$ cat config.mk
export PLATFORM = sky130hd
export DESIGN_NAME = pc_fetch_unit
export DESIGN_NICKNAME = d
export VERILOG_FILES = /design/src/rtl/pc_fetch_unit.sv
export SDC_FILE = /design/constraint.sdc
export NUM_CORES = 1
export LEC_CHECK = 0
export CORE_MARGIN = 8
export CORE_UTILIZATION = 40
export CTS_CLUSTER_SIZE = 40
export DETAILED_ROUTE_END_ITERATION = 12
export GPL_ROUTABILITY_DRIVEN = 0
export HOLD_SLACK_MARGIN = 0.06
export PLACE_DENSITY = 0.74
export SLEW_MARGIN = 30
export SYNTH_ARGS = -nofsm -noshare
export SYNTH_HDL_FRONTEND = slang
export SYNTH_SLANG_ARGS = --single-unit
$ cat constraint.sdc
create_clock -name clock -period 5.5 [get_ports clock]
set_input_delay 0.55 -clock clock [delete_from_list [all_inputs] [get_ports clock]]
set_output_delay 0.55 -clock clock [all_outputs]
set_load 0.005 [all_outputs]
$ cat src/rtl/pc_fetch_unit.sv
// ============================================================================
// pc_fetch_unit : program counter, instruction fetch over req/ack and status
//                 register, sequenced by the PS/NS fields of the control word.
// Revision      : 1.0
// ============================================================================
`default_nettype none

module pc_fetch_unit #(
  parameter int                    PC_WIDTH   = 64,
  parameter int                    INST_WIDTH = 32,
  parameter logic [PC_WIDTH-1:0]   RESET_PC   = '0
) (
  input  logic                  clock,
  input  logic                  reset,
  input  logic [1:0]            PS,
  input  logic                  NS,
  input  logic [PC_WIDTH-1:0]   in_value,
  input  logic                  status_load,
  input  logic [3:0]            status_in,
  output logic                  imem_req,
  output logic [PC_WIDTH-1:0]   imem_addr,
  input  logic                  imem_ack,
  input  logic [INST_WIDTH-1:0] imem_data,
  output logic [INST_WIDTH-1:0] instruction,
  output logic                  inst_valid,
  output logic [PC_WIDTH-1:0]   pc,
  output logic [PC_WIDTH-1:0]   pc_plus4,
  output logic [3:0]            status,
  output logic                  fault
);

  localparam logic [PC_WIDTH-1:0] c_pc_step = PC_WIDTH'(4);

  typedef enum logic [1:0] {
    S_IDLE  = 2'd0,
    S_FETCH = 2'd1,
    S_EXEC  = 2'd2,
    S_HALT  = 2'd3
  } state_t;

  state_t                  r_state;
  logic [PC_WIDTH-1:0]     r_pc;
  logic [INST_WIDTH-1:0]   r_instruction;
  logic [3:0]              r_status;
  logic                    r_imem_req;
  logic                    r_inst_valid;
  logic                    r_fault;
  logic [PC_WIDTH-1:0]     w_pc_next;

  always_comb begin
    w_pc_next = r_pc;
    unique case (PS)
      2'b00:   w_pc_next = r_pc;
      2'b01:   w_pc_next = r_pc + c_pc_step;
      2'b10:   w_pc_next = in_value;
      default: w_pc_next = r_pc + c_pc_step + (in_value << 2);
    endcase
  end

  // A misaligned PC is caught on the edge that would enter FETCH, so no request ever leaves
  always_ff @(posedge clock or posedge reset) begin
    if (reset) begin
      r_state       <= S_IDLE;
      r_pc          <= RESET_PC;
      r_instruction <= '0;
      r_status      <= '0;
      r_imem_req    <= 1'b0;
      r_inst_valid  <= 1'b0;
      r_fault       <= 1'b0;
    end else begin
      unique case (r_state)
        S_IDLE: begin
          if (r_pc[1:0] != 2'b00) begin
            r_state <= S_HALT;
            r_fault <= 1'b1;
          end else begin
            r_state    <= S_FETCH;
            r_imem_req <= 1'b1;
          end
        end
        S_FETCH: begin
          if (imem_ack) begin
            r_instruction <= imem_data;
            r_imem_req    <= 1'b0;
            r_inst_valid  <= 1'b1;
            r_state       <= S_EXEC;
          end
        end
        S_EXEC: begin
          r_pc <= w_pc_next;
          if (status_load) begin
            r_status <= status_in;
          end
          if (!NS) begin
            r_inst_valid <= 1'b0;
            if (w_pc_next[1:0] != 2'b00) begin
              r_state <= S_HALT;
              r_fault <= 1'b1;
            end else begin
              r_state    <= S_FETCH;
              r_imem_req <= 1'b1;
            end
          end
        end
        S_HALT: begin
          r_state <= S_HALT;
        end
      endcase
    end
  end

  assign imem_req    = r_imem_req;
  assign imem_addr   = r_pc;
  assign instruction = r_instruction;
  assign inst_valid  = r_inst_valid;
  assign pc          = r_pc;
  assign pc_plus4    = r_pc + c_pc_step;
  assign status      = r_status;
  assign fault       = r_fault;

endmodule

`default_nettype wire

==> impl_metrics.py, run 1 <==
metrics = {
    "sta": {
        "skew_ns": 0.0141,
        "fin_tns_setup_ns": 0,
        "rsz0062_at_grt": "no",
        "maxSlewHeadroom_pct": 37.7,
        "finalCriticalPeriod_ns": 5.19,
        "slew_violations": 0,
        "hold_violations": 0,
        "hold_ws_ns": 0.487,
        "finalSetupViolCount": 0,
        "max_freq_mhz": 193,
        "worst_slew_pin_slew_ns": 0.933,
        "timing.final.crit_share_pct": 94.3,
    },
    "yosys": {
        "yosysWarnings": 0,
        "netlist.area_leader.share_pct": 24.4,
        "syn_avg_cell_area_sq_um": 7.90,
        "synth_edf_count": 0,
        "syn-num-nets": 1539,
        "yosysSeqAreaShare_pct": 24.4,
        "syn-cell-area_sq_um": 10800,
        "synth_cell_types": 78,
        "yosys-top-cells-area": "dfrtp_1 (24%), ha_1 (7.9%), o21ai_0 (5.6%)",
        "ys_ff_latch": 105,
        "synthFlopType": "dfrtp_1",
        "syn_inst": 1363,
        "yosysTopAreaCell": "dfrtp_1",
        "async_flop_share_pct": 100,
    },
    "die": {
        "die_x_um": 180,
        "io_pins": 338,
        "start_util_pct": 40.3,
        "rows": 60,
        "die-area_sq_um": 32400,
        "die_h_um": 180,
        "fp.coreArea_sq_um": 26700,
    },
    "hold_path": {
        "holdPathStages": 2,
        "min_path_type": "flop to flop",
        "worstHoldStart": "fault",
        "holdPathEnd": "fault",
    },
    "global_routing": {
        "grt_pass1_vias": 11700,
        "grt_pass1_wl_um": 68200,
        "antenna_found_initial": 0,
        "grt_start_max_net_pins": 67,
        "gr-total-overflow": 0,
        "grt_usage_pct": 26.0,
    },
    "cells_and_area": {
        "syn2layout_area_growth_pct": 32.4,
        "finish.net_count": 1766,
        "final_layout_size_suffix_gt1_share_pct": 7.02,
        "fill_cells": 2489,
        "seqCellArea_sq_um": 2630,
        "final_cells": 1937,
        "multi_input_area_sq_um": 7230,
        "fin_area_sq_um": 14300,
        "mostFrequentLayoutCell": "clkdlybuf4s50_1",
        "final_cell_mix": "clkdlybuf4s50_1 (335), nor2_1 (121), o21ai_0 (118), nand2_1 (106), dfrtp_1 (105)",
    },
    "clock_tree": {
        "htree_num_levels": 3,
        "cts_buffers": 9,
        "cts.sink_count": 105,
        "ctsHoldBuffers": 0,
        "clockBufferDepth": 2,
        "clk_pin_slew_ns": 0.09,
        "ctsResizeCount": 0,
        "clk-insertion-delay-late_ns": 0.37,
        "cts_setup_buffers": 0,
        "cts_tree": "done",
        "clock-root-buffer": "clkbuf_16",
    },
    "detailed_routing": {
        "wire_per_inst_um": 22.8,
        "drt_pre_antenna_iters": 6,
        "drtIter0Drc": 1542,
        "postRouteWirelength_um": 44100,
        "via_per_inst": 6.12,
        "drc": 0,
        "num_vias": 11900,
        "ant_nets": 0,
    },
    "critical_path": {
        "end_kind": "flop",
        "arrival_ns": 5.47,
        "rr_endpoint": "imem_addr[61]",
        "cp_slowest_cell": "dfrtp_1",
        "critical_path_class": "flop to flop",
        "r2r_slack_ns": 0.31,
        "crit_chain": "ha_1, nand2_1, or3_4, or2_1, nor2_1, and3_1, xor2_1, ha_1, a21oi_1, o22ai_1, o21ai_0, nand4_1, nand3_1, a31oi_1, o31ai_1, mux2_2, o21ai_0",
        "worstPathMaxFanout": 8,
        "startpoint": "imem_addr[2]",
        "worstSetupStartpointType": "flop",
        "worstReg2RegStart": "imem_addr[2]",
        "critPathRequiredTime_ns": 5.78,
        "cp_slowest_stage_delay_ns": 0.47,
        "ff2ff_path_depth": 17,
    },
    "place": {
        "dpl_cell_area_sq_um": 13900,
        "dp.cells": 1920,
        "hpwl_um": 33500,
        "io_buffers": 337,
    },
    "power": {
        "leakagePower_nw": 5.74,
        "power_mw": 2.48,
        "vdd_drop_max_v": 0.000129,
        "p_per_area_nw_per_um2": 174,
    },
    "status": {
        "status": "finished, final reports clean",
    },
    "flow_run": {
        "cap_violations": 0,
    },
}
## layer usage
layer	global-route usage (%)	vias to the layer above	part of all wire [%]
met4	9.33	0	3.1
met2	43.3	712	46
met5	0	-	0
li1	-	5366	-
met1	32.5	5686	41
met3	6.05	92	9.6
## worst max path at each step
stage / end / slack [ns] / depth (start not counted)
detailed placement: imem_addr[61] / 0.31 / 17
global placement: imem_addr[49] / 0.31 / 17
global route: imem_addr[61] / 0.0005 / 17
finish: imem_addr[61] / 0.31 / 17
CTS: imem_addr[61] / 0.27 / 17
floorplan: imem_addr[62] / 1.01 / 18
## synth_stat cells, types with 24 or more instances
cell      instances
nor2_1          123
nor3_1           26
xor2_1           50
dfrtp_1         105
ha_1             68
o21ai_0         120
inv_1            32
clkbuf_1         63
a21oi_1         103
nand2_1         106
nand3_1          49
mux2_2           47
buf_4            70
nand4_1          39
xnor2_1          61
a31oi_1          24
## metrics by stage
| stage | utilization, % | setup WS (ns) |
|---|---|---|
| 2_1_floorplan | - | 1.01 |
| 3_3_place_gp | 52.1 | 0.311 |
| 3_5_place_dp | 52.1 | 0.311 |
| 4_1_cts | 53.3 | 0.266 |
| 5_1_grt | 53.3 | 0.000461 |
| 6_report | 53.3 | 0.313 |
## registers in the layout, indices dropped and copies added, names as in the netlist
name         count
inst_valid       1
fault            1
imem_req         1
status           4
imem_addr       64
instruction     32
r_state          2
## layout make-up
cell class / count / share of cell area, %
repair buffers: 359 / 24.8
diodes: 1 / 0.0176
flip-flops and latches: 105 / 18.4
clock inverters: 7 / 0.623
well taps: 341 / 2.99
inverters: 32 / 0.878
multi-input cells: 1083 / 50.7
clock buffers: 9 / 1.58
## critical path, delay by kind of cell (launching register included)
kind / cells / cell delay, ns
AO/OA/AOI/OAI: 6 / 1.44
XOR/XNOR: 1 / 0.28
adder cells (fa/ha/maj): 2 / 0.65
flip-flops: 1 / 0.47
multiplexers: 1 / 0.38
AND/OR/NAND/NOR: 7 / 1.88
## cell families after synthesis
| logic type | Yosys count | share of synthesized area (%) |
|---|---|---|
| flops | 105 | 24.4 |
| fa+ha+maj | 69 | 8.09 |
| xor+xnor | 112 | 9.18 |
| simple gates | 438 | 19.9 |
| mux | 60 | 6.13 |
| buf+inv | 175 | 8.74 |
| compound gates | 404 | 23.6 |
## power breakdown
part	leakage, nW	internal, mW	switching [mW]
sequential	1.31	0.794	0.0518
combinational	4.28	0.429	0.483
clock	0.153	0.333	0.390
total	5.74	1.56	0.925
No activity file was read; power rests on OpenSTA's default activity.
==> run 2, diff against run 1 <==
SLEW_MARGIN = 10   (was 30)
clock period = 6.4 ns   (was 5.5 ns; I/O delays follow)
==> impl_metrics.py, run 2 (synthesis gave the netlist of run 1 again) <==
metrics = {
    "die": {
        "die-area_sq_um": 32400,
        "start_util_pct": 40.3,
        "die_x_um": 180,
        "io_pins": 338,
        "die_h_um": 180,
        "fp.coreArea_sq_um": 26700,
        "rows": 60,
    },
    "detailed_routing": {
        "drt_pre_antenna_iters": 6,
        "drc": 0,
        "wire_per_inst_um": 22.6,
        "ant_nets": 0,
        "via_per_inst": 6.14,
        "drtIter0Drc": 1569,
        "num_vias": 11900,
        "postRouteWirelength_um": 43700,
    },
    "clock_tree": {
        "clk-insertion-delay-late_ns": 0.37,
        "clockBufferDepth": 2,
        "cts_tree": "done",
        "cts_buffers": 9,
        "htree_num_levels": 3,
        "clk_pin_slew_ns": 0.09,
        "cts_setup_buffers": 0,
        "clock-root-buffer": "clkbuf_16",
        "ctsHoldBuffers": 0,
        "ctsResizeCount": 0,
        "cts.sink_count": 105,
    },
    "hold_path": {
        "min_path_type": "flop to flop",
    },
    "power": {
        "p_per_area_nw_per_um2": 150,
        "power_mw": 2.13,
        "leakagePower_nw": 5.72,
        "vdd_drop_max_v": 0.000161,
    },
    "place": {
        "hpwl_um": 33300,
        "dpl_worst_slack_ns": 1.19,
        "dp.cells": 1916,
        "io_buffers": 337,
    },
    "critical_path": {
        "worstPathMaxFanout": 9,
        "worstSetupStartpointType": "flop",
        "end_kind": "flop",
        "critical_path_class": "flop to flop",
        "critPathRequiredTime_ns": 6.68,
        "arrival_ns": 5.80,
    },
    "cells_and_area": {
        "mostFrequentLayoutCell": "clkdlybuf4s50_1",
        "finish.net_count": 1762,
        "final_cells": 1932,
        "final_layout_size_suffix_gt1_share_pct": 6.66,
        "antenna_cells": 0,
        "syn2layout_area_growth_pct": 32.0,
        "final_cell_mix": "clkdlybuf4s50_1 (335), nor2_1 (121), o21ai_0 (120), nand2_1 (106), dfrtp_1 (105)",
        "largest_reg_flops": 64,
    },
    "global_routing": {
        "gr-total-overflow": 0,
        "grt_pass1_wl_um": 67800,
        "grt_start_max_net_pins": 62,
        "grt_usage_pct": 25.8,
        "grt_pass1_vias": 11700,
        "antenna_found_initial": 0,
    },
    "sta": {
        "fin_tns_setup_ns": 0,
        "worst_slew_pin_slew_ns": 0.887,
        "max_freq_mhz": 181,
        "finalSetupViolCount": 0,
        "fin_ws_ns": 0.881,
        "skew_ns": 0.0163,
        "finalCriticalPeriod_ns": 5.52,
        "slew_violations": 0,
        "hold_violations": 0,
        "rsz0062_at_grt": "no",
        "maxSlewHeadroom_pct": 40.4,
        "timing.final.crit_share_pct": 86.2,
        "hold_ws_ns": 0.489,
    },
    "status": {
        "status": "finished, final reports clean",
    },
    "flow_run": {
        "cap_violations": 0,
    },
}
[run 2: path summary, 6_finish.rpt]
kind | endpoint | slack [ns] | depth (start not counted) | startpoint
min reg2reg | fault | 0.49 | 2 | fault
min in group asynchronous | instruction[30] | 0.70 | 2 | reset
max reg2reg | imem_addr[63] | 0.88 | 17 | imem_addr[10]
max | imem_addr[63] | 0.88 | 17 | imem_addr[10]
max in group asynchronous | instruction[20] | 4.40 | 3 | reset
min | fault | 0.49 | 2 | fault
[run 2: stage by stage]
| step | util (%) | cell area (sq um) |
|---|---|---|
| 2_1_floorplan | - | 10800 |
| 3_5_place_dp | 52.0 | 13900 |
| 4_1_cts | 53.2 | 14200 |
| 6_report | 53.2 | 14200 |
| 5_1_grt | 53.2 | 14200 |
| 3_3_place_gp | 52.0 | 13900 |
[run 2: critical path, stage by stage, from the launching register on]
cell and delay, ns:
dfrtp_1 0.53, and4_1 0.30, nand4_1 0.31, nor2b_1 0.46, nand2_1 0.16, nor3_1 0.38, nand3_1 0.15, xnor2_1 0.39
ha_1 0.30, nand2_1 0.11, nor3_1 0.35, nand2_1 0.10, a2111oi_0 0.65, o21ai_0 0.41, o31ai_1 0.41, a31oi_1 0.17
xnor2_1 0.14, o21ai_0 0.13
[run 2: area by class of cell]
| cell class | count | area (sq um) |
|---|---|---|
| clock inverters | 7 | 91.3 |
| fillers | 2513 | 12500 |
| flip-flops and latches | 105 | 2630 |
| multi-input cells | 1083 | 7210 |
| repair buffers | 355 | 3500 |
| inverters | 32 | 123 |
| well taps | 341 | 427 |
| clock buffers | 9 | 225 |
[run 2: report_power, final]
part	switching [mW]	total (mW)	leakage, nW	internal, mW
clock	0.332	0.617	0.154	0.286
sequential	0.0439	0.727	1.31	0.683
combinational	0.415	0.783	4.25	0.368
[run 2: routing by layer]
layer  routed length (um)  vias to the layer above  track usage (%)
met5                    0                        -                0
met4                 1370                        0             9.13
met3                 4360                       94             6.27
met2                20200                      726             42.9
met1                17700                     5671             32.2
li1                     -                     5365                -
==> run 3, diff against run 2 <==
CTS_BUF_LIST = sky130_fd_sc_hd__clkbuf_8   (was not set)
clock period = 6.7 ns   (was 6.4 ns; I/O delays follow)
==> impl_metrics.py, run 3 (synthesis gave the netlist of run 1 again) <==
metrics = {
    "status": {
        "status": "finished, final reports clean",
    },
    "place": {
        "dp.cells": 1913,
        "io_buffers": 337,
        "hpwl_um": 33300,
        "dpl_worst_slack_ns": 1.13,
    },
    "clock_tree": {
        "clk_pin_slew_ns": 0.12,
        "clk-insertion-delay-late_ns": 0.43,
        "cts_buffers": 9,
        "clockBufferDepth": 2,
        "htree_num_levels": 3,
        "ctsHoldBuffers": 0,
        "cts_tree": "done",
        "cts.sink_count": 105,
        "clock-root-buffer": "clkbuf_8",
        "cts_setup_buffers": 0,
        "ctsResizeCount": 0,
    },
    "cells_and_area": {
        "finish.net_count": 1759,
        "seqCellArea_sq_um": 2630,
        "final_layout_size_suffix_gt1_share_pct": 6.49,
        "final_cells": 1930,
        "largest_reg_flops": 64,
        "multi_input_area_sq_um": 7210,
        "syn2layout_area_growth_pct": 30.8,
        "fill_cells": 2485,
        "mostFrequentLayoutCell": "clkdlybuf4s50_1",
        "final_cell_mix": "clkdlybuf4s50_1 (335), nor2_1 (121), o21ai_0 (120), nand2_1 (106), dfrtp_1 (105)",
    },
    "power": {
        "leakagePower_nw": 5.66,
        "vdd_drop_max_v": 0.0000915,
        "power_mw": 1.90,
        "p_per_area_nw_per_um2": 135,
    },
    "hold_path": {
        "worstHoldStart": "fault",
        "holdPathStages": 2,
        "min_path_type": "flop to flop",
        "holdPathEnd": "fault",
    },
    "sta": {
        "max_freq_mhz": 174,
        "worst_slew_pin_slew_ns": 1.16,
        "slew_violations": 0,
        "hold_violations": 0,
        "finalSetupViolCount": 0,
        "maxSlewHeadroom_pct": 22.2,
        "fin_ws_ns": 0.953,
        "finalCriticalPeriod_ns": 5.75,
        "fin_tns_setup_ns": 0,
        "skew_ns": 0.0297,
        "hold_ws_ns": 0.512,
        "rsz0062_at_grt": "no",
        "timing.final.crit_share_pct": 85.8,
    },
    "die": {
        "die-area_sq_um": 32400,
        "rows": 60,
        "fp.coreArea_sq_um": 26700,
        "die_h_um": 180,
        "die_x_um": 180,
        "start_util_pct": 40.3,
        "io_pins": 338,
    },
    "detailed_routing": {
        "drtIter0Drc": 1472,
        "postRouteWirelength_um": 43800,
        "ant_nets": 0,
        "drc": 0,
        "wire_per_inst_um": 22.7,
        "num_vias": 11800,
        "drt_pre_antenna_iters": 5,
        "via_per_inst": 6.10,
    },
    "global_routing": {
        "grt_start_max_net_pins": 62,
        "gr-total-overflow": 0,
        "antenna_found_initial": 1,
        "grt_usage_pct": 25.8,
        "grt_pass1_wl_um": 67300,
        "grt_pass1_vias": 11500,
    },
    "critical_path": {
        "end_kind": "flop",
        "arrival_ns": 6.09,
        "cp_slowest_cell": "nor3_1",
        "ff2ff_path_depth": 17,
        "worstSetupStartpointType": "flop",
        "worstPathMaxFanout": 8,
        "critical_path_class": "flop to flop",
        "r2r_slack_ns": 0.95,
        "rr_endpoint": "imem_addr[61]",
        "cp_slowest_stage_delay_ns": 0.89,
        "startpoint": "imem_addr[2]",
        "crit_chain": "ha_1, nand2_1, or3_4, nor3_1, nand3_1, nor2_1, xor2_1, ha_1, a21oi_1, o21ai_0, a211oi_1, o21ai_0, o21ai_0, a31oi_1, o31ai_1, mux2_2, o21ai_0",
        "crit_top_cell": "o21ai_0",
        "critPathRequiredTime_ns": 7.04,
        "worstReg2RegStart": "imem_addr[2]",
    },
    "flow_run": {
        "cap_violations": 0,
    },
}
==> run 3: worst max path at each step <==
stage	cells after the start	slack (ns)	endpoint
finish	17	0.95	imem_addr[61]
detailed placement	17	1.13	imem_addr[63]
global placement	17	1.36	imem_addr[61]
CTS	17	1.08	imem_addr[63]
floorplan	18	2.21	imem_addr[62]
global route	17	0.55	imem_addr[63]
==> run 3: final cells by class <==
type | instances | share of cell area, %
Multi-Input combinational cell | 1083 | 51.2
Clock buffer | 9 | 0.880
Inverter | 32 | 0.871
Timing Repair Buffer | 352 | 24.7
Antenna cell | 1 | 0.0178
Tap cell | 341 | 3.03
Sequential cell | 105 | 18.7
Clock inverter | 7 | 0.613
==> run 3: through the flow <==
step | instance area (sq um) | utilization (%)
2_1_floorplan | 10800 | -
3_3_place_gp | 13900 | 51.9
3_5_place_dp | 13900 | 51.9
4_1_cts | 14100 | 52.7
5_1_grt | 14100 | 52.7
6_report | 14100 | 52.7
==> run 3: critical path: cells and delay by family, from the launching register on <==
kind                     cells  cell delay [ns]
XOR/XNOR                     1             0.28
AND/OR/NAND/NOR              5             1.86
flip-flops                   1             0.46
AO/OA/AOI/OAI                8             2.03
adder cells (fa/ha/maj)      2             0.65
multiplexers                 1             0.38
==> run 3: report_power, final <==
part | internal, mW | switching (mW)
Sequential | 0.652 | 0.0421
Clock | 0.156 | 0.300
Combinational | 0.351 | 0.396
==> run 3: layer usage <==
layer	GRT usage [%]	up-vias	routed length (um)
met1	31.9	5594	17400
met2	41.9	718	20100
li1	-	5357	-
met3	7.26	108	4630
met5	0	-	0
met4	10.7	0	1660
